### src/rtl/rr_stream_merge_pkg.sv
`default_nettype none
// ============================================================================
// Module   : rr_stream_merge_pkg
// Brief    : Shared sizing helpers, defaults and data type for rr_stream_merge.
// Revision : 1.0 - initial release
// ============================================================================
package rr_stream_merge_pkg;

    localparam int DEFAULT_N     = 5;
    localparam int DEFAULT_WIDTH = 32;

    typedef logic [DEFAULT_WIDTH-1:0] data_t;

    // A single channel still needs a 1-bit select so ports never collapse to zero width.
    function automatic int sel_w(input int n);
        return (n > 1) ? $clog2(n) : 1;
    endfunction

endpackage
`default_nettype wire

### src/rtl/commonlib_muxn.sv
`default_nettype none
// ============================================================================
// Module   : commonlib_muxn
// Brief    : Parameterised N:1 data mux (commonlib_muxn__N{N}__width{WIDTH} family).
// Revision : 1.0 - initial release
// ============================================================================
module commonlib_muxn
    import rr_stream_merge_pkg::*;
#(
    parameter  int N     = DEFAULT_N,
    parameter  int WIDTH = DEFAULT_WIDTH,
    localparam int SEL_W = sel_w(N)
) (
    input  logic [WIDTH-1:0] I [N-1:0],
    input  logic [SEL_W-1:0] S,
    output logic [WIDTH-1:0] O
);

    always_comb begin
        O = '0;
        for (int k = 0; k < N; k++) begin
            if (S == SEL_W'(k)) begin
                O = I[k];
            end
        end
    end

endmodule
`default_nettype wire

### src/rtl/rr_arbiter_n.sv
`default_nettype none
// ============================================================================
// Module   : rr_arbiter_n
// Brief    : Combinational round-robin arbiter, search starts at ptr and wraps.
//            RR_STREAM_MERGE_LOCK_EN adds a lock that pins the grant to lock_idx.
// Revision : 1.0 - initial release
// ============================================================================
module rr_arbiter_n
    import rr_stream_merge_pkg::*;
#(
    parameter  int N     = DEFAULT_N,
    localparam int SEL_W = sel_w(N)
) (
    input  logic [N-1:0]     req,
    input  logic [SEL_W-1:0] ptr,
`ifdef RR_STREAM_MERGE_LOCK_EN
    input  logic             lock,
    input  logic [SEL_W-1:0] lock_idx,
`endif
    output logic [N-1:0]     gnt_onehot,
    output logic [SEL_W-1:0] gnt_idx,
    output logic             any_gnt
);

    always_comb begin
        int w_idx;
        w_idx      = 0;
        gnt_onehot = '0;
        gnt_idx    = '0;
        any_gnt    = 1'b0;
        for (int k = 0; k < N; k++) begin
            w_idx = int'(ptr) + k;
            if (w_idx >= N) begin
                w_idx = w_idx - N;
            end
            if (!any_gnt && req[SEL_W'(w_idx)]) begin
                any_gnt                    = 1'b1;
                gnt_idx                    = SEL_W'(w_idx);
                gnt_onehot[SEL_W'(w_idx)]  = 1'b1;
            end
        end
`ifdef RR_STREAM_MERGE_LOCK_EN
        // While a packet is in flight only its owner may be granted, even if it goes idle.
        if (lock) begin
            gnt_onehot = '0;
            gnt_idx    = lock_idx;
            any_gnt    = req[lock_idx];
            if (req[lock_idx]) begin
                gnt_onehot[lock_idx] = 1'b1;
            end
        end
`endif
    end

endmodule
`default_nettype wire

### src/rtl/rr_stream_merge.sv
`default_nettype none
// ============================================================================
// Module   : rr_stream_merge
// Brief    : Round-robin N-to-1 valid/ready merger with a registered output stage.
//            Optional packet lock: define RR_STREAM_MERGE_LOCK_EN.
// Revision : 1.0 - initial release
// ============================================================================
module rr_stream_merge
    import rr_stream_merge_pkg::*;
#(
    parameter  int N     = DEFAULT_N,
    parameter  int WIDTH = DEFAULT_WIDTH,
    localparam int SEL_W = sel_w(N)
) (
    input  logic             CLK,
    input  logic             ASYNCRESETN,
    input  logic [WIDTH-1:0] I [N-1:0],
    input  logic [N-1:0]     I_valid,
`ifdef RR_STREAM_MERGE_LOCK_EN
    input  logic [N-1:0]     I_last,
    output logic             O_last,
`endif
    output logic [N-1:0]     I_ready,
    output logic [WIDTH-1:0] O,
    output logic             O_valid,
    input  logic             O_ready,
    output logic [SEL_W-1:0] S
);

    logic [SEL_W-1:0] r_ptr;
    logic [SEL_W-1:0] r_s;
    logic [WIDTH-1:0] r_o;
    logic             r_o_valid;

    logic             w_load;
    logic             w_xfer;
    logic [N-1:0]     w_gnt_onehot;
    logic [SEL_W-1:0] w_gnt_idx;
    logic             w_any_gnt;
    logic [WIDTH-1:0] w_mux_o;
    logic [SEL_W-1:0] w_ptr_next;

`ifdef RR_STREAM_MERGE_LOCK_EN
    logic             r_lock;
    logic             r_o_last;
`endif

    rr_arbiter_n #(
        .N          (N)
    ) u_arbiter (
        .req        (I_valid),
        .ptr        (r_ptr),
`ifdef RR_STREAM_MERGE_LOCK_EN
        .lock       (r_lock),
        .lock_idx   (r_s),
`endif
        .gnt_onehot (w_gnt_onehot),
        .gnt_idx    (w_gnt_idx),
        .any_gnt    (w_any_gnt)
    );

    commonlib_muxn #(
        .N     (N),
        .WIDTH (WIDTH)
    ) u_commonlib_muxn (
        .I     (I),
        .S     (w_gnt_idx),
        .O     (w_mux_o)
    );

    // Reset gates ready directly so sources see no acceptance while held in reset.
    assign w_load     = (~r_o_valid | O_ready) & ASYNCRESETN;
    assign w_xfer     = w_any_gnt & w_load;
    assign I_ready    = w_gnt_onehot & {N{w_load}};
    assign w_ptr_next = (w_gnt_idx == SEL_W'(N - 1)) ? '0 : w_gnt_idx + 1'b1;

    always_ff @(posedge CLK or negedge ASYNCRESETN) begin
        if (!ASYNCRESETN) begin
            r_ptr     <= '0;
            r_s       <= '0;
            r_o       <= '0;
            r_o_valid <= 1'b0;
`ifdef RR_STREAM_MERGE_LOCK_EN
            r_lock    <= 1'b0;
            r_o_last  <= 1'b0;
`endif
        end else if (w_xfer) begin
            r_o       <= w_mux_o;
            r_s       <= w_gnt_idx;
            r_o_valid <= 1'b1;
`ifdef RR_STREAM_MERGE_LOCK_EN
            r_o_last  <= I_last[w_gnt_idx];
            r_lock    <= ~I_last[w_gnt_idx];
            if (I_last[w_gnt_idx]) begin
                r_ptr <= w_ptr_next;
            end
`else
            r_ptr     <= w_ptr_next;
`endif
        end else if (r_o_valid && O_ready) begin
            r_o_valid <= 1'b0;
        end
    end

    assign O       = r_o;
    assign O_valid = r_o_valid;
    assign S       = r_s;
`ifdef RR_STREAM_MERGE_LOCK_EN
    assign O_last  = r_o_last;
`endif

endmodule
`default_nettype wire

### config.mk
export PLATFORM = sky130hd
export DESIGN_NAME = rr_stream_merge
export DESIGN_NICKNAME = d
export VERILOG_FILES = /design/src/rtl/rr_stream_merge_pkg.sv /design/src/rtl/commonlib_muxn.sv /design/src/rtl/rr_arbiter_n.sv /design/src/rtl/rr_stream_merge.sv
export SDC_FILE = /design/constraint.sdc
export NUM_CORES = 1
export LEC_CHECK = 0
export ABC_AREA = 1
export CAP_MARGIN = 20
export CORE_MARGIN = 3
export CORE_UTILIZATION = 47
export CTS_CLUSTER_SIZE = 16
export DETAILED_ROUTE_END_ITERATION = 7
export PLACE_DENSITY = 0.91
export SLEW_MARGIN = 25
export SYNTH_ARGS = -nofsm -noshare
export SYNTH_HDL_FRONTEND = slang
export SYNTH_SLANG_ARGS = --single-unit
### constraint.sdc
create_clock -name CLK -period 10.65 [get_ports CLK]
set_input_delay 3.195 -clock CLK [delete_from_list [all_inputs] [get_ports CLK]]
set_output_delay 3.195 -clock CLK [all_outputs]
set_load 0.02 [all_outputs]
==> results of run 1 <==
-- cell usage in the layout (no fill, tap or decap), types with 2 or more instances in the layout --
master           Yosys  routed
xor2_1               4       4
nor2_2               4       4
nand3_1            136     136
a31oi_1              2       2
buf_4                5       7
a21oi_1             39      39
o31ai_1              3       3
o21ai_0             43      43
inv_2                7       8
nor2_1              58      58
ha_1                13      12
nand3b_1            32      32
nand2_1            276     276
o21ai_1              4       4
clkbuf_8             0       6
inv_1              129     128
clkdlybuf4s50_1      0     206
dfrtp_1             39      39
nand2_2              4       3
nand4_1              5       5
-- logic make-up after synthesis --
| group | after synthesis | synth area share [%] |
|---|---|---|
| DFF | 39 | 20.5 |
| adders and majority gates | 14 | 3.84 |
| AOI/OAI and AO/OA | 97 | 10.9 |
| buffers and inverters | 187 | 15.7 |
| xor gates and xnor gates | 5 | 0.920 |
| and+or+nand+nor | 519 | 48.1 |
| other | 1 | 0.0788 |
-- flip-flops by register name, indices dropped and copies added, names as in the netlist --
name	count
O	32
O_valid	1
S	3
r_ptr	3
-- metrics by stage --
stage / util [%] / hold slack [ps] / std cells / setup slack [ps]
detailed placement: 69.6 / 464 / 1159 / 1680
global route: 70.5 / 503 / 1166 / 1490
floorplan: - / 591 / 862 / 2790
finish: 70.5 / 484 / 1166 / 1650
global placement: 69.5 / 462 / 1159 / 1730
CTS: 70.5 / 486 / 1166 / 1670
-- area by class of cell --
class,count,area [sq um],share of cell area (%)
well taps,133,166,2.41
repair buffers,214,2120,30.6
flip-flops and latches,39,976,14.1
clock buffers,6,82.6,1.19
multi-input cells,636,3050,44.1
clock inverters,1,5.00,0.0723
inverters,137,514,7.43
-- critical path, stage by stage --
cell             delay, ps
clkdlybuf4s50_1        500
or2_2                  340
nand2_1                 70
nor2_1                  40
nand2_1                100
nand2_2                110
nor2_4                 140
nand2_1                 80
nor2_2                 110
nand2_1                100
inv_2                   70
nand3_1                 80
a41oi_1                230
clkdlybuf4s50_1        640
-- final timing paths --
check / startpoint / endpoint / slack [ps] / cells past startpoint
worst max-delay path: I_valid[4] / I_ready[2] / 1650 / 14
worst min-delay path: O[19] / O[19] / 480 / 2
worst max register to register: r_ptr[0] / O[3] / 5420 / 21
worst min register to register: O[19] / O[19] / 480 / 2
max in group asynchronous: ASYNCRESETN / O[30] / 7300 / 2
min in group asynchronous: ASYNCRESETN / O[24] / 2960 / 2
-- synthesized netlist by cell type (5+ instances only) --
master	n
clkbuf_1	21
ha_1	13
nand4_1	5
dfrtp_1	39
nor2_1	58
nand2_1	276
buf_2	16
inv_1	129
nand3_1	136
buf_4	5
nand3b_1	32
buf_1	7
o21ai_0	43
inv_2	7
a21oi_1	39
-- layer usage --
| layer | routed length, um | up-vias | GRT usage [%] |
|---|---|---|---|
| met5 | 0 | - | 0 |
| met1 | 7240 | 2690 | 38.0 |
| li1 | - | 3047 | - |
| met2 | 8500 | 288 | 51.0 |
| met3 | 1530 | 46 | 6.38 |
| met4 | 694 | 0 | 11.8 |
==> results_dict.tcl, run 1 <==
set metrics [dict create \
    die_h_um 107 \
    root_buffer "clkbuf_8" \
    synth.avg_cell_area_sq_um 5.52 \
    period_share_pct 84.5 \
    overflow 0 \
    antenna_found_initial 0 \
    grt_max_degree 99 \
    clockBufferDepth 2 \
    antenna_cells 0 \
    cp.arrival_ps 5800 \
    drc 0 \
    finalWirelength_um 18000 \
    cts_resized 0 \
    cp-end-kind "output port" \
    clkSinkCount 39 \
    synth_cells 862 \
    path_clk_slew_ps 90 \
    dieWidth_um 107 \
    rsz0062_at_grt "no" \
    io_pins 209 \
    via_count 6071 \
    layout-drive-gt1-share_pct 3.39 \
    row_count 36 \
    clock.fmax_mhz 111 \
    worstMarginPinSlew_ps 1090 \
    core_sq_mm 0.00982 \
    min_period_ps 9000 \
    finalSetupViolations 0 \
    via_per_inst 5.21 \
    yosys.area.top_type_share_pct 21.8 \
    relSlewSlack_pct 27.3 \
    cts.htree.levels 2 \
    cts_hold_buffers 0 \
    grt_first_pass_wirelength_um 27600 \
    area_growth_pct 45.3 \
    max_cap_violations 0 \
    synth_edf_count 0 \
    synth_nets 1044 \
    ys_seq_area_share_pct 20.5 \
    cp.required_ps 7460 \
    finalClockSkew_ps 15.0 \
    status "finished clean" \
    setup_tns_ps 0 \
    start_util_pct 48.5 \
    fin_area_sq_mm 0.00692 \
    die_area_sq_mm 0.0114 \
    ys_ff_latch 39 \
    cp_max_fo 5 \
    first_global_vias 5454 \
    synthArstFlopShare_pct 100 \
    port_buffers 207 \
    track_usage_pct 30.3 \
    fillCellCount 920 \
    drv_slew 0 \
    yosys-top-cells-area "nand2_1 22%, dfrtp_1 20%, nand3_1 14%, inv_1 10%, nand3b_1 5.0%" \
    dp_hpwl_um 13500 \
    startpoint_type "primary input" \
    cts_tree "built" \
    worstSkewPairLatency_ps 300 \
    avgRoutedWirePerCell_um 15.4 \
    synth_ff_type "dfrtp_1" \
    drt_iter0_markers 469 \
    min_path_type "reg -> reg" \
    synth_top_cell_by_area "nand2_1" \
    cts_buffers 5 \
    nets 1215 \
    crit_type "in -> out" \
    netlist_area_sq_mm 0.00476 \
    synth_cell_types 36 \
    hold_viol_final 0 \
    routabilityCongestion 0.918 \
    ant_nets 0 \
    drt_first_pass_iters 6 \
    dpl_cell_area_sq_mm 0.00683 \
    synth-warning-count 0 \
    post-cts-setup-buffers 0 \
]
Power of run 1 is not shown: default switching activity piles up to over one toggle a cycle in this logic, so the estimate is an artifact.
==> run 2: changes to the inputs <==
CORE_UTILIZATION = 44   (was 47)
PLACE_DENSITY = 0.86   (was 0.91)
clock period = 9.1 ns   (was 10.65 ns; I/O delays follow)
==> results_dict.tcl, run 2 (synthesis gave the netlist of run 1 again) <==
set metrics [dict create \
    core_sq_mm 0.0104 \
    met2_length_um 8750 \
    status "finished clean" \
    via_per_inst 5.06 \
    path_clk_slew_ps 80 \
    hold_viol_final 0 \
    routabilityCongestion 0.886 \
    drt_iter0_markers 421 \
    cp.required_ps 6370 \
    worstSkewPairLatency_ps 290 \
    row_count 37 \
    die_h_um 110 \
    regToRegStartpoint "r_ptr[0]" \
    drt_first_pass_iters 6 \
    cp_max_fo 5 \
    min_path_type "reg -> reg" \
    avgRoutedWirePerCell_um 15.2 \
    finalWirelength_um 17700 \
    ant_nets 0 \
    clock.fmax_mhz 124 \
    wl_met1_um 7080 \
    min_from "O[8]" \
    io_pins 209 \
    via_count 5930 \
    layout-drive-gt1-share_pct 3.48 \
    dp_hpwl_um 13200 \
    antenna_found_initial 0 \
    drv_slew 0 \
    cts.htree.levels 2 \
    final_common_cell "nand2_1" \
    grt_first_pass_wirelength_um 27100 \
    highest_layer "met4" \
    finalSetupViolations 0 \
    relSlewSlack_pct 33.0 \
    largest_reg_flops 32 \
    startpoint_type "primary input" \
    post-cts-setup-buffers 0 \
    whs_ps 482 \
    track_usage_pct 28.4 \
    setup_tns_ps 0 \
    cts_tree "built" \
    cts_buffers 5 \
    cp-end-kind "output port" \
    clockBufferDepth 2 \
    drc 0 \
    finalClockSkew_ps 12.4 \
    grt_max_degree 81 \
    overflow 0 \
    nets 1215 \
    max_cap_violations 0 \
    cts_hold_buffers 0 \
    final_cell_mix "276 x nand2_1, 206 x clkdlybuf4s50_1, 136 x nand3_1, 128 x inv_1, 58 x nor2_1" \
    crit_type "in -> out" \
    period_share_pct 88.6 \
    cts_resized 0 \
    fillCellCount 971 \
    min_period_ps 8060 \
    critPathLaunch "I_valid[4]" \
    dieWidth_um 110 \
    worstMarginPinSlew_ps 1000 \
    start_util_pct 45.7 \
    root_buffer "clkbuf_8" \
    first_global_vias 5207 \
    die_area_sq_mm 0.0121 \
    port_buffers 207 \
    rsz0062_at_grt "no" \
    cp.arrival_ps 5330 \
    routed-wl-met3_um 1590 \
    area_growth_pct 46.1 \
    clkSinkCount 39 \
]
-- run 2: cell count changes in the layout (fill, tap and decap cells not counted), sizes merged --
cell / before / now
bufinv: 0 / 1
diode: 0 / 1
-- run 2: final cells by class --
cell class	count	area [sq um]	share of cell area, %
multi-input cells	636	3050	43.9
repair buffers	214	2120	30.5
flip-flops and latches	39	976	14.0
inverters	137	514	7.39
well taps	136	170	2.45
clock buffers	6	82.6	1.19
clock inverters	2	35.0	0.504
diodes	1	2.50	0.0360
-- run 2: metal layers --
| layer | up-vias | GRT usage [%] |
|---|---|---|
| li1 | 3047 | - |
| met1 | 2613 | 35.2 |
| met2 | 242 | 48.4 |
| met3 | 28 | 8.10 |
| met4 | 0 | 7.12 |
| met5 | - | 0 |
-- run 2: through the flow --
step                      area, sq um  std cells  setup WS, ps  util, %
after floorplan                  4760        862          2170        -
after global placement           6820       1162          1070     65.5
after detailed placement         6830       1162          1080     65.6
after CTS                        6950       1170          1070     66.7
after global routing             6950       1170           859     66.7
final                            6950       1171          1040     66.8
-- run 2: final timing paths --
check	to	slack, ps	cells past startpoint
max in group asynchronous	O[18]	6130	2
max	I_ready[2]	1040	14
min reg2reg	O[8]	480	2
min	O[8]	480	2
max reg2reg	O[7]	3790	23
min in group asynchronous	O[29]	2610	2
-- run 2: critical path, cell delays in order --
cell and delay, ps:
clkdlybuf4s50_1 520, or2_2 340, nand2_1 60, nor2_1 40
nand2_1 100, nand2_2 110, nor2_4 140, nand2_1 80
nor2_2 110, nand2_1 90, inv_2 80, nand3_1 70
a41oi_1 220, clkdlybuf4s50_1 640
Power of run 2 is left out for the same reason.
